<file path="src/rtl/ddc_phase_sched.sv">
// Phase configuration scheduler: shadows per-channel pinc/poff and streams the
// dirty (or all, on resync) channels onto a shared registered phase bus.
module ddc_phase_sched #(
  parameter int N_CH       = 8,
  parameter int CH_W       = 3,
  parameter int SETTLE_CYC = 14
) (
  input  logic              s_axis_aclk,
  input  logic              rst,
  input  logic              cfg_wr_en,
  input  logic [CH_W-1:0]   cfg_ch,
  input  logic              cfg_sel,
  input  logic [31:0]       cfg_data,
  input  logic              cfg_commit,
  input  logic              cfg_resync,
  output logic [63:0]       m_axis_phase_tdata,
  output logic [N_CH-1:0]   m_axis_phase_tvalid,
  output logic              resync,
  output logic              busy,
  output logic              done,
  output logic              settled
);

  // state    | meaning
  // S_IDLE   | waiting for a commit (or a pending one)
  // S_LOAD   | one channel slot per cycle, ch = 0..N_CH-1
  // S_SETTLE | waiting for the DDS/DDC pipelines to absorb the last load
  localparam logic [1:0] S_IDLE   = 2'd0;
  localparam logic [1:0] S_LOAD   = 2'd1;
  localparam logic [1:0] S_SETTLE = 2'd2;

  localparam int CNT_W = $clog2(SETTLE_CYC + 1);

  logic [1:0]       state;
  logic [CH_W-1:0]  ch;
  logic [CNT_W-1:0] cnt;
  logic             flag;
  logic             pending;
  logic             pend_resync;
  logic [N_CH-1:0]  dirty;
  logic [N_CH-1:0]  dirty_nxt;
  logic [31:0]      pinc_sh [N_CH];
  logic [31:0]      poff_sh [N_CH];
  logic             slot_hit;
  logic             start;

  assign slot_hit = (state == S_LOAD) && (dirty[ch] || flag);
  assign start    = (state == S_IDLE) && (cfg_commit || pending);

  // A write in the same cycle as the slot must keep the channel dirty.
  always_comb begin
    dirty_nxt = dirty;
    if (slot_hit)
      dirty_nxt[ch] = 1'b0;
    if (cfg_wr_en)
      dirty_nxt[cfg_ch] = 1'b1;
  end

  always_ff @(posedge s_axis_aclk or posedge rst) begin
    if (rst) begin
      dirty <= '0;
      for (int i = 0; i < N_CH; i++) begin
        pinc_sh[i] <= '0;
        poff_sh[i] <= '0;
      end
    end else begin
      dirty <= dirty_nxt;
      if (cfg_wr_en) begin
        if (cfg_sel)
          poff_sh[cfg_ch] <= cfg_data;
        else
          pinc_sh[cfg_ch] <= cfg_data;
      end
    end
  end

  // Commits arriving outside IDLE collapse into one pending request.
  always_ff @(posedge s_axis_aclk or posedge rst) begin
    if (rst) begin
      pending     <= 1'b0;
      pend_resync <= 1'b0;
    end else if (start) begin
      pending     <= 1'b0;
      pend_resync <= 1'b0;
    end else if (cfg_commit) begin
      pending     <= 1'b1;
      pend_resync <= pend_resync | cfg_resync;
    end
  end

  always_ff @(posedge s_axis_aclk or posedge rst) begin
    if (rst) begin
      state   <= S_IDLE;
      ch      <= '0;
      cnt     <= '0;
      flag    <= 1'b0;
      busy    <= 1'b0;
      done    <= 1'b0;
      settled <= 1'b0;
    end else begin
      done <= 1'b0;
      case (state)
        S_IDLE: begin
          if (start) begin
            state   <= S_LOAD;
            ch      <= '0;
            flag    <= (cfg_commit & cfg_resync) | pend_resync;
            busy    <= 1'b1;
            settled <= 1'b0;
          end else begin
            busy <= 1'b0;
          end
        end
        S_LOAD: begin
          if (ch == CH_W'(N_CH - 1)) begin
            state <= S_SETTLE;
            cnt   <= '0;
          end else begin
            ch <= ch + CH_W'(1);
          end
        end
        S_SETTLE: begin
          // Settle time runs from the cycle the last strobe is on the bus.
          if (cnt == CNT_W'(SETTLE_CYC)) begin
            state   <= S_IDLE;
            done    <= 1'b1;
            settled <= 1'b1;
          end else begin
            cnt <= cnt + CNT_W'(1);
          end
        end
        default: state <= S_IDLE;
      endcase
    end
  end

  always_ff @(posedge s_axis_aclk or posedge rst) begin
    if (rst) begin
      m_axis_phase_tdata  <= '0;
      m_axis_phase_tvalid <= '0;
      resync              <= 1'b0;
    end else begin
      m_axis_phase_tvalid <= slot_hit ? ({{(N_CH-1){1'b0}}, 1'b1} << ch) : '0;
      resync              <= slot_hit & flag;
      if (slot_hit)
        m_axis_phase_tdata <= {poff_sh[ch], pinc_sh[ch]};
    end
  end

endmodule

</file>
<file path="config.mk">
export PLATFORM = sky130hd
export DESIGN_NAME = ddc_phase_sched
export DESIGN_NICKNAME = d
export VERILOG_FILES = /design/src/rtl/ddc_phase_sched.sv
export SDC_FILE = /design/constraint.sdc
export NUM_CORES = 1
export LEC_CHECK = 0
export CAP_MARGIN = 10
export CORE_MARGIN = 2
export CORE_UTILIZATION = 60
export CTS_CLUSTER_SIZE = 25
export DETAILED_ROUTE_END_ITERATION = 16
export PLACE_DENSITY = 0.79
export SETUP_SLACK_MARGIN = 0.05
export SYNTH_ARGS = -nofsm -noshare
export SYNTH_HDL_FRONTEND = slang
export SYNTH_SLANG_ARGS = --single-unit
</file>
<file path="constraint.sdc">
create_clock -name s_axis_aclk -period 29.6 [get_ports s_axis_aclk]
set_input_delay 4.44 -clock s_axis_aclk [delete_from_list [all_inputs] [get_ports s_axis_aclk]]
set_output_delay 4.44 -clock s_axis_aclk [all_outputs]
set_load 0.03 [all_outputs]
</file>
# [Word-level counts from Yosys, hierarchy flattened]
# Index checks and enable logic that the tools add are counted.
[word_totals] register_bits=608 latch_bits=0 ram_bits=0 mem_bits_ro=0 inputBits=41 output_inout_bits=76 elab_cells=116 memories=0
[classes] add_sub_neg=2 n_mul=0 div_mod_pow=0 magnitude_cmp=7 n_eq_ne=9 n_shift=1 muxes=39 bitwise=10 n_reduce_logical=19
[ops] op="256-bit bitwise mux" count=2
[ops] op="32-bit binary-select mux with 3-bit select" count=2
[ops] op="32-bit two-way mux" count=5
[ops] op="32-bit demux with 3-bit select" count=1
[ops] op="8-bit two-way mux" count=3
[ops] op="1-bit two-way mux" count=12
[ops] op="3-bit AND reduction" count=4
[ops] op="8-bit AND" count=1
[ops] op="4-bit >= comparator (second input constant)" count=2
[ops] op="3-bit by 4-bit < comparator with 1-bit output (second input constant)" count=2
[ops] op="4-bit two-way mux" count=2
[ops] op="2-bit inequality test (second input constant)" count=4
[ops] op="3-bit inverter with 4-bit output" count=2
[ops] op="8-bit inverter" count=1
[ops] op="8-bit OR" count=1
[ops] op="4-bit case mux with 2 select lines" count=1
[ops] op="2-bit nonzero test" count=4
[ops] op="1-bit by 3-bit << shifter with 8-bit output (first input constant)" count=1
[ops] op="1-bit demux with 3-bit select" count=2
[ops] op="3-bit by 1-bit >= comparator with 1-bit output (second input constant)" count=2
[ops] op="2-bit two-way mux" count=3
[ops] op="3-bit two-way mux" count=2
[ops] op="2-bit case mux with 3 select lines" count=1
[ops] op="3-bit case mux with 2 select lines" count=1
[ops] op="17 further kinds" count=26

# [Logic depth before layout (Yosys ltp)]
[logic_depth] word_depth=9 ltp_mapped=8 mapped_depth_nobuf=6

# [Least setup slack after synthesis]
# No wires, ideal clock.
[synth_path] path_type="input to register" startpoint="in cfg_ch[1]" endpoint="reg pinc_sh[192] in the netlist's numbering" arrival_ps=5797 path_slack_ps=23678 stages=4 n_path_buf=2 path_cell_list="clkbuf_1 nor4_1 buf_2 mux2_2"
[synth_via] elab_chain_len=6
[synth_lines] item="start: declaration" line="11" source="input logic [CH_W-1:0] cfg_ch,"
[synth_lines] item="3-bit inverter with 4-bit output (implied by the code) (*)" line="72" source="pinc_sh[cfg_ch] <= cfg_data;"
[synth_lines] item="4-bit >= comparator (implied by the code) or 4-bit by 1-bit < comparator with 1-bit output (tied branches)" line="72"
[synth_lines] item="1-bit logical AND (implied by the code)" line="72"
[synth_lines] item="32-bit two-way mux (implied by the code)" line="72"
[synth_lines] item="32-bit demux with 3-bit select (*)" line="72"
[synth_lines] item="256-bit bitwise mux (*)" line="72"
[synth_lines] item="end signal: indexed assignment" line="72"
[synth_lines] item="end: declaration" line="42" source="logic [31:0] pinc_sh [N_CH];"
# Mark *: on every way between the ends. The rest lies on a longest branch, timed or not.
# A chain may end at the register's enable or synchronous reset.

==> report_table.html <==
<table>
<tr><th>Metric</th><th>Value</th></tr>
<tr><th colspan="2">Logic synthesis</th></tr>
<tr><td>Xor-xnor portion of the synthesized cell area</td><td>0.000653</td></tr>
<tr><td>Async set or reset register ratio after synthesis</td><td>1.00</td></tr>
<tr><td>Register bit total from synthesis</td><td>608</td></tr>
<tr><td>Cell area after synthesis</td><td>0.0268 sq mm</td></tr>
<tr><td>Post-synthesis mux area share</td><td>0.337</td></tr>
<tr><td>Number of synthesized flops with an enable pin</td><td>0</td></tr>
<tr><td>Combinational family with the most area after synthesis</td><td>multiplexers</td></tr>
<tr><td>Post-synthesis cell count</td><td>1808</td></tr>
<tr><td>Primary FF master, synth</td><td>sky130_fd_sc_hd__dfrtp_1</td></tr>
<tr><td>Number of nets in the synthesized netlist</td><td>1857</td></tr>
<tr><td>Number of warnings issued by yosys</td><td>0</td></tr>
<tr><td>Area share of fa/ha/maj cells after synthesis</td><td>0.00373</td></tr>
<tr><td>Fraction of the mapped netlist area in compound gates</td><td>0.0265</td></tr>
<tr><td>Number of distinct library cell variants in the gate-level netlist after synthesis</td><td>42</td></tr>
<tr><td>Average size of a mapped cell</td><td>14.8 sq um</td></tr>
<tr><td>Simple-gate area share of the yosys netlist</td><td>0.0373</td></tr>
<tr><td>Sequential fraction of the synthesis area</td><td>0.567</td></tr>
<tr><th colspan="2">Setup path</th></tr>
<tr><td>Setup crit start kind</td><td>input pin</td></tr>
<tr><td>Kind of end point of the critical path</td><td>asynchronous set/reset pin</td></tr>
<tr><td>Worst-path cell chain</td><td>clkdlybuf4s50_1 &gt; inv_8 &gt; buf_4 &gt; buf_4</td></tr>
<tr><td>Cell type with the highest occurrence count on the critical path</td><td>sky130_fd_sc_hd__buf_4</td></tr>
<tr><td>Standard cell with the maximum stage delay on the critical path</td><td>sky130_fd_sc_hd__buf_4</td></tr>
<tr><td>Critical path fanouts, max</td><td>143</td></tr>
<tr><td>Maximum single-stage delay on the critical path</td><td>0.91 ns</td></tr>
<tr><td>Startpoint-to-endpoint class of the critical path</td><td>input pin to asynchronous set/reset pin</td></tr>
<tr><td>Critical path data required time</td><td>30.09 ns</td></tr>
<tr><td>Data arrival, critical path</td><td>7.57 ns</td></tr>
<tr><td>Category of cells accounting for the largest share of critical-path delay</td><td>buffers and inverters</td></tr>
<tr><td>Number of buffer and inverter instances along the worst setup path</td><td>4</td></tr>
<tr><th colspan="2">Pwr</th></tr>
<tr><td>Internal power summed over all cells</td><td>2.05 mW</td></tr>
<tr><td>Leakage power of the design</td><td>13.2 nW</td></tr>
<tr><td>Proportion of power drawn by combinational gates</td><td>0.346</td></tr>
<tr><td>Power per Cell Area</td><td>99.7 mW/mm^2</td></tr>
<tr><td>Share of total power consumed by net switching</td><td>0.322</td></tr>
<tr><td>Sw power</td><td>0.976 mW</td></tr>
<tr><td>Part of the total power dissipated in the clock network</td><td>0.258</td></tr>
<tr><td>Share of total power in sequential cells</td><td>0.396</td></tr>
<tr><td>VDD IR max</td><td>0.0836 mV</td></tr>
<tr><th colspan="2">Global route</th></tr>
<tr><td>Total global-route track usage</td><td>0.270</td></tr>
<tr><td>Global Route met2 Usage</td><td>0.446</td></tr>
<tr><td>First-pass GRT wire length</td><td>97000 microns</td></tr>
<tr><td>Vias in the first global route</td><td>16847</td></tr>
<tr><td>Pin count of the biggest net entering global routing</td><td>144</td></tr>
<tr><td>Global Route met3 Usage</td><td>0.0365</td></tr>
<tr><td>Number of antenna violations at the first check in global routing</td><td>1</td></tr>
<tr><td>Overflow after GRT</td><td>0</td></tr>
<tr><td>Met1 global-route usage</td><td>0.385</td></tr>
<tr><td>Busiest layer in global routing</td><td>met2</td></tr>
<tr><th colspan="2">Clock network</th></tr>
<tr><td>Clock root buffer</td><td>sky130_fd_sc_hd__clkbuf_16</td></tr>
<tr><td>Clock tree from TritonCTS</td><td>yes</td></tr>
<tr><td>Register clock-pin slew on the reported worst setup and hold paths</td><td>0.06 ns</td></tr>
<tr><td>Total clock buffers created by CTS</td><td>61</td></tr>
<tr><td>Number of levels in the clock H-tree</td><td>2</td></tr>
<tr><td>Clock latency at the later pin of the worst-skew pair</td><td>0.62 ns</td></tr>
<tr><td># resized after CTS</td><td>0</td></tr>
<tr><td>CTS max path bufs</td><td>3</td></tr>
<tr><td>Number of buffers inserted for hold repair after clock tree synthesis</td><td>0</td></tr>
<tr><td>Number of sinks handled by clock tree synthesis</td><td>608</td></tr>
<tr><td>Setup fix buffers added after clock tree synthesis</td><td>0</td></tr>
<tr><th colspan="2">Outcome</th></tr>
<tr><td>Status</td><td>complete, no violations</td></tr>
<tr><th colspan="2">Timing</th></tr>
<tr><td>F_max</td><td>0.141 GHz</td></tr>
<tr><td>Worst Max-Slew Pin Slew</td><td>1.21 ns</td></tr>
<tr><td>RSZ-0062 raised after global routing</td><td>false</td></tr>
<tr><td>Final critical-path setup slack</td><td>22.52 ns</td></tr>
<tr><td>Final period utilization</td><td>0.239</td></tr>
<tr><td>Final setup TNS</td><td>0 ns</td></tr>
<tr><td>Max-slew headroom at the worst pin</td><td>0.191</td></tr>
<tr><td>Worst-case clock skew</td><td>0.0212 ns</td></tr>
<tr><td>Final setup violation count</td><td>0</td></tr>
<tr><td>Number of pins with negative max-slew slack in the final report</td><td>0</td></tr>
<tr><td>Post-layout min period</td><td>7.08 ns</td></tr>
<tr><td>Final hold vios</td><td>0</td></tr>
<tr><th colspan="2">Route</th></tr>
<tr><td>Vias per cell</td><td>6.26</td></tr>
<tr><td>Antenna Violating Nets Remaining</td><td>0</td></tr>
<tr><td>Final routed DRC violation total</td><td>0</td></tr>
<tr><td>Iteration-0 DRC Markers</td><td>1108</td></tr>
<tr><td>Via count of the routed design</td><td>15702</td></tr>
<tr><td>Total detailed-routing wirelength</td><td>61200 microns</td></tr>
<tr><td>Average wire length per cell after detail routing</td><td>24.4 microns</td></tr>
<tr><td>First-pass detailed-route iteration total</td><td>5</td></tr>
<tr><th colspan="2">Die</th></tr>
<tr><td>Number of core rows</td><td>77</td></tr>
<tr><td>Die boundary width</td><td>215 microns</td></tr>
<tr><td>Full die area</td><td>0.0464 sq mm</td></tr>
<tr><td>Height of the chip</td><td>215 microns</td></tr>
<tr><td>Initial core utilization</td><td>0.607</td></tr>
<tr><td>Count of boundary I/O pins</td><td>117</td></tr>
<tr><td>CORE AREA</td><td>0.0442 sq mm</td></tr>
<tr><th colspan="2">Layout</th></tr>
<tr><td>Most used cells in the layout excluding fill and tap cells</td><td>sky130_fd_sc_hd__dfrtp_1, sky130_fd_sc_hd__mux2_2, sky130_fd_sc_hd__nand2_1, sky130_fd_sc_hd__clkdlybuf4s50_1, sky130_fd_sc_hd__mux4_2</td></tr>
<tr><td>Syn-to-layout area delta</td><td>13.2%</td></tr>
<tr><td>Most common cell after layout, fill and taps aside</td><td>sky130_fd_sc_hd__dfrtp_1</td></tr>
<tr><td>Antenna cell count</td><td>0</td></tr>
<tr><td>Post-layout utilization of the core</td><td>0.687</td></tr>
<tr><td>Share of cells above drive strength 1</td><td>0.436</td></tr>
<tr><td>Final design instance area without fill</td><td>0.0304 sq mm</td></tr>
<tr><td>Number of nets in the finished design</td><td>1918</td></tr>
<tr><th colspan="2">Placement</th></tr>
<tr><td>HPWL after DPL</td><td>34600 microns</td></tr>
<tr><td>Final weighted congestion in routability-driven placement</td><td>0.786</td></tr>
<tr><td>Setup slack after placement</td><td>21.73 ns</td></tr>
<tr><td>Area of placed instances</td><td>0.0283 sq mm</td></tr>
<tr><td>Count of buffers from port buffering</td><td>116</td></tr>
<tr><th colspan="2">Flow run</th></tr>
<tr><td>Maximum capacitance violations</td><td>0</td></tr>
<tr><th colspan="2">Min path</th></tr>
<tr><td>Hold Path Class</td><td>register to register</td></tr>
</table>
synthesized netlist by cell type, drive strengths merged, types with 8 or more instances:
cell type  count  area [sq um]
mux2         606          6840
o22ai         16           100
inv            8          30.0
nand2        166           623
dfrtp        608         15200
clkbuf        53           199
mux4          97          2180
ha             8           100
a22oi         14           105
buf           93           514
a21oi         12          71.3
nor2          26          97.6
a221oi        35           313
worst paths after layout:
kind / cells past startpoint / end / from / slack [ns]
setup reg to reg: 6 / m_axis_phase_tdata[29] / ch[2] / 25.86
hold / removal: 1 / m_axis_phase_tdata[12] / m_axis_phase_tdata[12] / 0.48
hold reg to reg: 1 / m_axis_phase_tdata[12] / m_axis_phase_tdata[12] / 0.48
max in group s_axis_aclk: 3 / poff_sh[153] / cfg_sel / 22.92
min in group asynchronous: 2 / poff_sh[220] / rst / 4.44
setup / recovery: 4 / ch[1] / rst / 22.52
flip-flops by register name, summed over array words and instances, names as in the netlist, 2 cells and up:
| signal | cells |
|---|---|
| state | 2 |
| pinc_sh | 256 |
| m_axis_phase_tvalid | 8 |
| dirty | 8 |
| cnt | 4 |
| ch | 3 |
| poff_sh | 256 |
| m_axis_phase_tdata | 64 |
metrics by stage:
stage / std cells / total power, mW / hold WS (ns)
2_1_floorplan: 1808 / 1.97 / 0.452
6_report: 2509 / 3.03 / 0.482
3_3_place_gp: 2398 / 2.22 / 0.464
3_5_place_dp: 2398 / 2.26 / 0.473
4_1_cts: 2509 / 3.05 / 0.487
5_1_grt: 2509 / 3.18 / 0.508
cells by family after synthesis:
family                   count (synthesis)
multiplexers                           704
flip-flops                             608
AND/OR/NAND/NOR                        237
buffers and inverters                  155
AO/OA/AOI/OAI                           94
adder cells (fa/ha/maj)                  8
XOR/XNOR                                 2
worst register-to-register path: cells and delay by family (launching register included):
kind            cells  cell delay, ns
flops               1            0.75
simple gates        1            0.85
mux                 1            0.24
compound gates      2            0.66
buf+inv             2            1.17
cell type report:
type | count | area, sq um
inverter | 9 | 41.3
clock buffer | 96 | 1860
fill | 2930 | 13800
tap | 592 | 741
clock inverter | 15 | 193
timing repair buffer | 144 | 1370
multi-input combinational | 1045 | 10900
sequential | 608 | 15200
power by group through the flow:
stage	clock, mW	sequential [mW]	combinational [mW]
2_1_floorplan	0	1.24	0.730
3_3_place_gp	0	1.19	1.03
3_5_place_dp	0	1.21	1.05
4_1_cts	0.796	1.20	1.06
5_1_grt	0.830	1.22	1.13
6_report	0.782	1.20	1.05
layer usage:
layer / vias up / routed length, microns / part of all wire
met5: - / 9 / 0.00015
met2: 402 / 30300 / 0.50
met3: 91 / 2980 / 0.049
li1: 6716 / - / -
met1: 8491 / 26600 / 0.44
met4: 2 / 1240 / 0.020
No activity file was read; power rests on OpenSTA's default activity.
